[config.mk]
export PLATFORM = sky130hd
export DESIGN_NAME = branch_resolver
export DESIGN_NICKNAME = d
export VERILOG_FILES = /design/src/rtl/branch_resolver.sv
export SDC_FILE = /design/constraint.sdc
export NUM_CORES = 1
export LEC_CHECK = 0
export CAP_MARGIN = 20
export CORE_MARGIN = 3
export CORE_UTILIZATION = 50
export CTS_CLUSTER_DIAMETER = 200
export DETAILED_ROUTE_END_ITERATION = 16
export GPL_ROUTABILITY_DRIVEN = 0
export PLACE_DENSITY = 0.77
export SLEW_MARGIN = 20
export SYNTH_ARGS = -nofsm -noshare
export SYNTH_HDL_FRONTEND = slang
export SYNTH_SLANG_ARGS = --single-unit
[constraint.sdc]
create_clock -name clk -period 6.4 [get_ports clk]
set_clock_uncertainty 0.2 [all_clocks]
set_input_delay 1.92 -clock clk [delete_from_list [all_inputs] [get_ports clk]]
set_output_delay 1.92 -clock clk [all_outputs]
set_load 0.02 [all_outputs]
[src/rtl/branch_resolver.sv]
// branch_resolver: buffers committed branch outcomes for predictor training,
// raises a registered flush with the corrected PC on a mispredict.
//
// Ports:
//   clk, rst_in (sync, active-low), rdy_in (global stall when low)
//   rob_br_*      : committed conditional branch from the ROB
//   rob_br_ready  : resolver can accept a branch this cycle
//   pred_upd_*    : one training update per cycle, head of the FIFO
//   flush_out     : pipeline flush, redirect_pc valid while high
//   br_count, mispred_count : saturating statistics
module branch_resolver #(
  parameter int ADDR_WIDTH  = 32,
  parameter int QUEUE_DEPTH = 4,
  parameter int FLUSH_LEN   = 2,
  parameter int CNT_WIDTH   = 32
) (
  input  logic                  clk,
  input  logic                  rst_in,
  input  logic                  rdy_in,
  input  logic                  rob_br_valid,
  input  logic [ADDR_WIDTH-1:0] rob_br_pc,
  input  logic                  rob_br_taken,
  input  logic                  rob_br_pred,
  input  logic [ADDR_WIDTH-1:0] rob_br_target,
  output logic                  rob_br_ready,
  output logic                  pred_upd_en,
  output logic [ADDR_WIDTH-1:0] pred_upd_pc,
  output logic                  pred_upd_taken,
  output logic                  flush_out,
  output logic [ADDR_WIDTH-1:0] redirect_pc,
  output logic [CNT_WIDTH-1:0]  br_count,
  output logic [CNT_WIDTH-1:0]  mispred_count
);

  localparam int IDX_W = $clog2(QUEUE_DEPTH);
  localparam int PTR_W = IDX_W + 1;
  localparam int FC_W  = (FLUSH_LEN > 1) ? $clog2(FLUSH_LEN) : 1;

  typedef enum logic {
    NORMAL,
    FLUSH
  } state_e;

  state_e                state_q;
  logic [FC_W-1:0]       flush_cnt_q;
  logic                  flush_q;
  logic [ADDR_WIDTH-1:0] redirect_q;

  logic [PTR_W-1:0]      head_q, head_d;
  logic [PTR_W-1:0]      tail_q, tail_d;
  logic [CNT_WIDTH-1:0]  br_q, br_d;
  logic [CNT_WIDTH-1:0]  mp_q, mp_d;

  logic [ADDR_WIDTH-1:0]  pc_mem [QUEUE_DEPTH];
  logic [QUEUE_DEPTH-1:0] taken_mem;

  logic full, empty, accept, mispred;

  // Extra pointer MSB distinguishes full from empty.
  assign empty = (head_q == tail_q);
  assign full  = (head_q[IDX_W-1:0] == tail_q[IDX_W-1:0])
              && (head_q[IDX_W] != tail_q[IDX_W]);

  assign rob_br_ready = (state_q == NORMAL) && !full;
  assign accept       = rdy_in && rob_br_valid && rob_br_ready;
  assign mispred      = accept && (rob_br_taken != rob_br_pred);

  assign pred_upd_en    = rdy_in && !empty;
  assign pred_upd_pc    = pc_mem[head_q[IDX_W-1:0]];
  assign pred_upd_taken = taken_mem[head_q[IDX_W-1:0]];

  assign flush_out     = flush_q;
  assign redirect_pc   = redirect_q;
  assign br_count      = br_q;
  assign mispred_count = mp_q;

  always_comb begin
    head_d = head_q;
    tail_d = tail_q;
    br_d   = br_q;
    mp_d   = mp_q;
    if (pred_upd_en) head_d = head_q + PTR_W'(1);
    if (accept) begin
      tail_d = tail_q + PTR_W'(1);
      if (br_q != '1) br_d = br_q + CNT_WIDTH'(1);
    end
    if (mispred && (mp_q != '1)) mp_d = mp_q + CNT_WIDTH'(1);
  end

  always_ff @(posedge clk) begin
    if (!rst_in) begin
      head_q <= '0;
      tail_q <= '0;
      br_q   <= '0;
      mp_q   <= '0;
    end else begin
      head_q <= head_d;
      tail_q <= tail_d;
      br_q   <= br_d;
      mp_q   <= mp_d;
    end
  end

  // Storage needs no reset: pointers alone define validity.
  always_ff @(posedge clk) begin
    if (accept) begin
      pc_mem[tail_q[IDX_W-1:0]]    <= rob_br_pc;
      taken_mem[tail_q[IDX_W-1:0]] <= rob_br_taken;
    end
  end

  always_ff @(posedge clk) begin
    if (!rst_in) begin
      state_q     <= NORMAL;
      flush_cnt_q <= '0;
      flush_q     <= 1'b0;
      redirect_q  <= '0;
    end else if (rdy_in) begin
      unique case (state_q)
        NORMAL: begin
          if (mispred) begin
            state_q     <= FLUSH;
            flush_cnt_q <= FC_W'(FLUSH_LEN - 1);
            flush_q     <= 1'b1;
            redirect_q  <= rob_br_taken
                         ? rob_br_target
                         : rob_br_pc + ADDR_WIDTH'(4);
          end
        end
        FLUSH: begin
          if (flush_cnt_q == '0) begin
            state_q <= NORMAL;
            flush_q <= 1'b0;
          end else begin
            flush_cnt_q <= flush_cnt_q - FC_W'(1);
          end
        end
      endcase
    end
  end

endmodule

==> results of run 1 <==
[cell families after synthesis]
family                   after synthesis  share of synthesized area, %
AND/OR/NAND/NOR                      321                          16.5
multiplexers                          48                          8.51
buffers and inverters                 64                          2.35
flip-flops                           239                          57.9
AO/OA/AOI/OAI                        171                          10.5
adder cells (fa/ha/maj)                8                         0.950
XOR/XNOR                              39                          3.24
[how the worst max path moves through the flow]
stage	endpoint	depth (start not counted)
2_1_floorplan	pred_upd_en	2
3_3_place_gp	pred_upd_en	4
3_5_place_dp	pred_upd_en	4
4_1_cts	pred_upd_en	4
5_1_grt	pred_upd_en	4
6_report	pred_upd_en	4
[worst reg2reg max path: stages (launching register included)]
cell and delay (ns):
sky130_fd_sc_hd__dfxtp_1 0.45, sky130_fd_sc_hd__xnor2_1 0.24, sky130_fd_sc_hd__a311o_2 0.83, sky130_fd_sc_hd__or3_1 0.56, sky130_fd_sc_hd__or4_1 0.41, sky130_fd_sc_hd__a21oi_1 0.14
[registers in the layout (all words and copies together) (netlist names), 3 cells and up, named ones only]
register       flops
br_count          32
mispred_count     32
redirect_pc       32
pc_mem           128
head_q             3
taken_mem          4
tail_q             3
[area by class of cell]
type                    instances  share of cell area, %
repair buffers                213                   15.3
multi-input cells             587                   30.8
clock inverters                14                   1.61
clock buffers                  31                   5.02
flip-flops and latches        239                   44.5
inverters                      13                  0.356
well taps                     270                   2.46
[metal layers]
layer  global-route usage, %  wire, um  vias to the layer above
met1                    31.8     11100                     3941
met5                       0         0                        -
met4                    5.08       323                        0
met3                    6.19      2560                       28
met2                    39.0     13100                      308
li1                        -         -                     3849
[power by group]
group / switching (mW) / total [mW] / internal [mW]
Combinational: 0.228 / 0.447 / 0.219
Sequential: 0.0327 / 1.69 / 1.66
Clock: 0.569 / 1.57 / 1.00
Total: 0.830 / 3.70 / 2.87
[synth_stat cells (all sizes together) (2+ instances only)]
library cell  instances  share of area [%]
xnor2                20                1.7
nor2                 39                1.4
mux4                 33                7.1
o41ai                 5               0.49
nand2                51                1.8
and2                  8               0.47
xor2                 19                1.6
or3                  29                1.7
o31a                  3               0.25
clkbuf               35                1.3
a211oi                4               0.28
inv                  13               0.46
buf                  16               0.63
and3                 15               0.89
or4                  17                1.2
nand4                26                1.5
edfxtp              132                 38
o311ai                6               0.50
a32o                  2               0.19
o221ai                8               0.66
o21ai                43                2.0
o31ai                28                2.0
a31o                  2               0.17
mux2i                15                1.4
and4                 13                1.1
nor3                 17               0.81
nor4                 15               0.95
a21oi                51                2.4
o211ai                2               0.14
nand2b               11               0.65
a31oi                 4               0.24
nand3                73                3.5
ha                    8               0.95
o21a                  5               0.36
dfxtp               107                 20
==> impl_metrics.xml, run 1 <==
<?xml version="1.0" encoding="UTF-8"?>
<metrics>
  <group name="placement">
    <metric name="placement.cell_area" unit="mm2">0.0128</metric>
    <metric name="portBuffers" unit="">201</metric>
    <metric name="placed_cells_incl_taps" unit="">1322</metric>
    <metric name="detailedPlace.worstSlack" unit="ns">0.730</metric>
    <metric name="hpwl" unit="um">17900</metric>
  </group>
  <group name="worst_setup_path">
    <metric name="critical-path-max-stage-delay" unit="ns">0.69</metric>
    <metric name="path_class" unit="">in2out</metric>
    <metric name="worst-endpoint-required" unit="ns">4.28</metric>
    <metric name="library_cell_appearing_most_often_on_the_critical_path" unit="">sky130_fd_sc_hd__clkdlybuf4s50_1</metric>
    <metric name="critical_path.startpoint_type" unit="">input pin</metric>
    <metric name="worstReg2RegEnd" unit="">mispred_count[22]</metric>
    <metric name="timing.critical_path.to_type" unit="">primary output</metric>
    <metric name="cp_data_arrival_time" unit="ns">3.52</metric>
    <metric name="crit_buf_inv" unit="">3</metric>
    <metric name="critical_path.max_fanout" unit="">4</metric>
    <metric name="crit_path_start" unit="">rdy_in</metric>
    <metric name="reg2reg_slack" unit="ns">3.49</metric>
    <metric name="top_delay_family_on_crit_path" unit="">buffers and inverters</metric>
    <metric name="worstRegToRegCells" unit="">5</metric>
    <metric name="worstReg2RegStart" unit="">head_q[0]</metric>
    <metric name="path_cells" unit="">clkdlybuf4s50_1, inv_1, a31oi_1, clkdlybuf4s50_1</metric>
    <metric name="worst_path_max_delay_cell" unit="">sky130_fd_sc_hd__clkdlybuf4s50_1</metric>
  </group>
  <group name="drt">
    <metric name="drt-total-wl" unit="um">27100</metric>
    <metric name="drtIter0Drc" unit="">488</metric>
    <metric name="detailroute.via_count" unit="">8126</metric>
    <metric name="remaining_drc_errors" unit="">0</metric>
    <metric name="detail-route-antenna-nets" unit="">0</metric>
    <metric name="route.detailed.wl_per_inst" unit="um">19.8</metric>
    <metric name="drt-vias-per-instance" unit="">5.94</metric>
    <metric name="firstDrtPassIters" unit="">5</metric>
  </group>
  <group name="final_layout">
    <metric name="final_layout_size_suffix_gt1_share" unit="%">8.84</metric>
    <metric name="layout.cell_area.non_filler" unit="mm2">0.0137</metric>
    <metric name="design.final.nets" unit="">1157</metric>
    <metric name="finalNonFillerCells" unit="">1367</metric>
    <metric name="area_delta_synth_final" unit="%">30.2</metric>
    <metric name="layout_commonest_cell" unit="">sky130_fd_sc_hd__clkdlybuf4s50_1</metric>
    <metric name="fin_util" unit="%">66.9</metric>
    <metric name="diodes" unit="">0</metric>
    <metric name="regArea" unit="mm2">0.00611</metric>
    <metric name="fillers" unit="">1522</metric>
    <metric name="multi_input_comb_area" unit="mm2">0.00422</metric>
    <metric name="most_frequent_cells_in_the_layout" unit="">199 x sky130_fd_sc_hd__clkdlybuf4s50_1, 132 x sky130_fd_sc_hd__edfxtp_1, 106 x sky130_fd_sc_hd__dfxtp_1</metric>
  </group>
  <group name="sta">
    <metric name="whs" unit="ns">0.260</metric>
    <metric name="totalNegativeSetupSlack" unit="ns">0</metric>
    <metric name="final_max_slew_viol_count" unit="">0</metric>
    <metric name="max_slew.worst_pin.slew" unit="ns">1.05</metric>
    <metric name="layout_worst_path_cycle_share" unit="%">88.2</metric>
    <metric name="slew_headroom" unit="%">29.8</metric>
    <metric name="finalSetupViolations" unit="">0</metric>
    <metric name="timing.fmax" unit="GHz">0.177</metric>
    <metric name="hold_violations" unit="">0</metric>
    <metric name="layout_setup_ws" unit="ns">0.756</metric>
    <metric name="timing.final.crit_period" unit="ns">5.64</metric>
    <metric name="grt_setup_unrepaired" unit="">false</metric>
  </group>
  <group name="clock_tree">
    <metric name="clock_tree_from_tritoncts" unit="">done</metric>
    <metric name="cts_inserted_buffers" unit="">25</metric>
    <metric name="post_cts_buffers" unit="">0</metric>
    <metric name="source_to_sink_clock_delay_at_the_later_pin_of_the_worst_skew_pair" unit="ns">0.51</metric>
    <metric name="cts.reportedPaths.clkPinSlew" unit="ns">0.05</metric>
    <metric name="cts.sink_count" unit="">239</metric>
    <metric name="cts_root_buffer" unit="">sky130_fd_sc_hd__clkbuf_16</metric>
    <metric name="cts.path.max_buffers" unit="">3</metric>
    <metric name="htreeDepth" unit="">1</metric>
    <metric name="postCtsResizedCells" unit="">0</metric>
    <metric name="cts-hold-fix-buffers" unit="">0</metric>
  </group>
  <group name="hold_path">
    <metric name="worst_hold_startpoint" unit="">redirect_pc[7]</metric>
    <metric name="hold_path_class" unit="">reg2reg</metric>
    <metric name="holdPathEnd" unit="">redirect_pc[7]</metric>
    <metric name="hold-path-cell-count" unit="">2</metric>
  </group>
  <group name="synthesis">
    <metric name="yosysWarningCount" unit="">0</metric>
    <metric name="ys_async_sr_fraction" unit="%">0</metric>
    <metric name="postSynthCellCount" unit="">890</metric>
    <metric name="synth_enable_flop_cells" unit="">132</metric>
    <metric name="synth.lib_cells_used.distinct" unit="">59</metric>
    <metric name="syn-cell-area" unit="mm2">0.0105</metric>
    <metric name="ys_dominant_reg_cell" unit="">sky130_fd_sc_hd__edfxtp_1</metric>
    <metric name="synth_sequential_area_ratio" unit="%">57.9</metric>
    <metric name="ys_seq_elements" unit="">239</metric>
    <metric name="syn_nets" unit="">968</metric>
    <metric name="synth_area_per_cell" unit="um2">11.8</metric>
  </group>
  <group name="power">
    <metric name="max-vdd-ir-drop" unit="mV">0.165</metric>
    <metric name="finalPower" unit="mW">3.70</metric>
    <metric name="p_leak" unit="nW">4.37</metric>
    <metric name="cellPowerDensity" unit="mW/mm2">270</metric>
  </group>
  <group name="floorplanning">
    <metric name="dieArea" unit="mm2">0.0229</metric>
    <metric name="floorplan.initialDensity" unit="%">51.4</metric>
    <metric name="floorplan.rows" unit="">52</metric>
    <metric name="die_h" unit="um">151</metric>
    <metric name="top_level_ports" unit="">202</metric>
    <metric name="floorplan_die_width" unit="um">151</metric>
    <metric name="core_area" unit="mm2">0.0205</metric>
  </group>
  <group name="global_routing">
    <metric name="grt_start_max_net_pins" unit="">73</metric>
    <metric name="grt_use_total" unit="%">23.7</metric>
    <metric name="first_global_vias" unit="">8014</metric>
    <metric name="global_route.overflow_total" unit="">0</metric>
    <metric name="antenna_violations_before_repair" unit="">0</metric>
    <metric name="global_route_wire_length_before_repair" unit="um">43000</metric>
  </group>
  <group name="flow_run">
    <metric name="maxCapViolCount" unit="">0</metric>
  </group>
  <group name="status">
    <metric name="outcome" unit="">finished, final reports clean</metric>
  </group>
</metrics>
(Power assumes the default switching activity.)
==> run 2, diff against run 1 <==
--- a/config.mk
+++ b/config.mk
@@ -6,7 +6,6 @@
 export NUM_CORES = 1
 export LEC_CHECK = 0
 export CAP_MARGIN = 20
-export CORE_MARGIN = 3
 export CORE_UTILIZATION = 50
 export CTS_CLUSTER_DIAMETER = 200
 export DETAILED_ROUTE_END_ITERATION = 16
==> run 2 against run 1 <==
  * Maximum frequency grew 0.17%
  * Utilization shrank 0.21 points
  * Largest cell class unchanged
  * Total power shrank 4.3%
==> impl_metrics.xml, run 2 (same netlist as run 1, synthesis figures left out) <==
<?xml version="1.0" encoding="UTF-8"?>
<metrics>
  <group name="clock_tree">
    <metric name="cts-hold-fix-buffers" unit="">0</metric>
    <metric name="post_cts_buffers" unit="">0</metric>
    <metric name="cts_root_buffer" unit="">sky130_fd_sc_hd__clkbuf_16</metric>
    <metric name="cts.path.max_buffers" unit="">3</metric>
    <metric name="cts_inserted_buffers" unit="">26</metric>
    <metric name="cts.sink_count" unit="">239</metric>
    <metric name="postCtsResizedCells" unit="">0</metric>
    <metric name="source_to_sink_clock_delay_at_the_later_pin_of_the_worst_skew_pair" unit="ns">0.51</metric>
    <metric name="clock_tree_from_tritoncts" unit="">done</metric>
    <metric name="htreeDepth" unit="">1</metric>
    <metric name="cts.reportedPaths.clkPinSlew" unit="ns">0.06</metric>
  </group>
  <group name="final_layout">
    <metric name="fillers" unit="">1563</metric>
    <metric name="finalNonFillerCells" unit="">1371</metric>
    <metric name="regArea" unit="mm2">0.00611</metric>
    <metric name="fin_util" unit="%">66.7</metric>
    <metric name="diodes" unit="">0</metric>
    <metric name="most_frequent_cells_in_the_layout" unit="">199 x sky130_fd_sc_hd__clkdlybuf4s50_1, 132 x sky130_fd_sc_hd__edfxtp_1, 106 x sky130_fd_sc_hd__dfxtp_1</metric>
    <metric name="final_layout_size_suffix_gt1_share" unit="%">8.45</metric>
    <metric name="layout_commonest_cell" unit="">sky130_fd_sc_hd__clkdlybuf4s50_1</metric>
    <metric name="multi_input_comb_area" unit="mm2">0.00422</metric>
    <metric name="design.final.nets" unit="">1159</metric>
    <metric name="largest_reg_flops" unit="">128</metric>
    <metric name="layout.cell_area.non_filler" unit="mm2">0.0136</metric>
    <metric name="area_delta_synth_final" unit="%">29.3</metric>
  </group>
  <group name="worst_setup_path">
    <metric name="critical_path.max_fanout" unit="">4</metric>
    <metric name="path_class" unit="">in2out</metric>
    <metric name="worst-endpoint-required" unit="ns">4.28</metric>
    <metric name="cp_data_arrival_time" unit="ns">3.52</metric>
    <metric name="timing.critical_path.to_type" unit="">primary output</metric>
    <metric name="critical_path.startpoint_type" unit="">input pin</metric>
  </group>
  <group name="placement">
    <metric name="placement.cell_area" unit="mm2">0.0128</metric>
    <metric name="hpwl" unit="um">17400</metric>
    <metric name="placed_cells_incl_taps" unit="">1323</metric>
    <metric name="portBuffers" unit="">201</metric>
  </group>
  <group name="drt">
    <metric name="route.detailed.wl_per_inst" unit="um">19.5</metric>
    <metric name="detailroute.via_count" unit="">8183</metric>
    <metric name="drtIter0Drc" unit="">553</metric>
    <metric name="drt-total-wl" unit="um">26700</metric>
    <metric name="remaining_drc_errors" unit="">0</metric>
    <metric name="firstDrtPassIters" unit="">5</metric>
    <metric name="detail-route-antenna-nets" unit="">0</metric>
    <metric name="drt-vias-per-instance" unit="">5.97</metric>
  </group>
  <group name="floorplanning">
    <metric name="die_h" unit="um">147</metric>
    <metric name="floorplan.initialDensity" unit="%">51.6</metric>
    <metric name="floorplan_die_width" unit="um">147</metric>
    <metric name="floorplan.rows" unit="">52</metric>
    <metric name="core_area" unit="mm2">0.0204</metric>
    <metric name="top_level_ports" unit="">202</metric>
    <metric name="dieArea" unit="mm2">0.0217</metric>
  </group>
  <group name="power">
    <metric name="switching_power" unit="uW">836</metric>
    <metric name="power.sequential.fraction" unit="%">47.6</metric>
    <metric name="pwr-share-clk" unit="%">39.8</metric>
    <metric name="max-vdd-ir-drop" unit="mV">0.209</metric>
    <metric name="p_leak" unit="nW">4.33</metric>
    <metric name="switching_share" unit="%">23.6</metric>
    <metric name="p_comb_share" unit="%">12.6</metric>
    <metric name="cellPowerDensity" unit="mW/mm2">260</metric>
    <metric name="power.internal" unit="mW">2.71</metric>
  </group>
  <group name="sta">
    <metric name="hold_violations" unit="">0</metric>
    <metric name="whs" unit="ns">0.266</metric>
    <metric name="layout_worst_path_cycle_share" unit="%">88.0</metric>
    <metric name="finalSetupViolations" unit="">0</metric>
    <metric name="slew_headroom" unit="%">29.9</metric>
    <metric name="grt_setup_unrepaired" unit="">false</metric>
    <metric name="timing.final.crit_period" unit="ns">5.64</metric>
    <metric name="final_max_slew_viol_count" unit="">0</metric>
    <metric name="timing.fmax" unit="GHz">0.177</metric>
    <metric name="max_slew.worst_pin.slew" unit="ns">1.05</metric>
    <metric name="totalNegativeSetupSlack" unit="ns">0</metric>
  </group>
  <group name="global_routing">
    <metric name="grt_use_total" unit="%">24.3</metric>
    <metric name="first_global_vias" unit="">7790</metric>
    <metric name="grt_start_max_net_pins" unit="">47</metric>
    <metric name="global_route_wire_length_before_repair" unit="um">41600</metric>
    <metric name="global_route.overflow_total" unit="">0</metric>
    <metric name="antenna_violations_before_repair" unit="">2</metric>
  </group>
  <group name="hold_path">
    <metric name="hold_path_class" unit="">reg2reg</metric>
  </group>
  <group name="flow_run">
    <metric name="maxCapViolCount" unit="">0</metric>
  </group>
  <group name="status">
    <metric name="outcome" unit="">finished, final reports clean</metric>
  </group>
</metrics>
-- run 2: final timing paths --
| check | endpoint | slack (ns) | from | depth (start not counted) |
|---|---|---|---|---|
| min reg2reg | redirect_pc[5] | 0.27 | redirect_pc[5] | 2 |
| max reg2reg | br_count[22] | 3.42 | head_q[1] | 6 |
| max | pred_upd_en | 0.76 | rdy_in | 4 |
| min | redirect_pc[5] | 0.27 | redirect_pc[5] | 2 |
-- run 2: layer usage --
layer  track usage, %  routed length (um)
met2             39.9               12500
met4             6.65                 569
met3             6.02                2280
met1             32.1               11400
met5                0                  13
-- run 2: cell type report --
class,instances,area share (%)
clock buffers,36,5.35
clock inverters,12,0.624
inverters,13,0.358
multi-input cells,587,31.0
flip-flops and latches,239,44.8
well taps,270,2.48
repair buffers,214,15.4
-- run 2: per-stage QoR --
stage	setup WS [ns]	total power, mW
detailed placement	0.757	2.17
global placement	0.777	2.16
floorplan	1.79	1.96
global route	0.686	3.67
finish	0.765	3.55
CTS	0.753	3.57
-- run 2: power groups by stage --
stage               clock, mW  sequential (mW)  combinational (mW)
floorplan                   0             1.72               0.240
global placement            0             1.72               0.442
detailed placement          0             1.72               0.447
CTS                      1.43             1.69               0.448
global route             1.50             1.70               0.473
finish                   1.41             1.69               0.446
-- run 2: critical path, stage by stage --
cell	delay (ns)
sky130_fd_sc_hd__clkdlybuf4s50_1	0.49
sky130_fd_sc_hd__inv_1	0.06
sky130_fd_sc_hd__a31oi_1	0.35
sky130_fd_sc_hd__clkdlybuf4s50_1	0.69
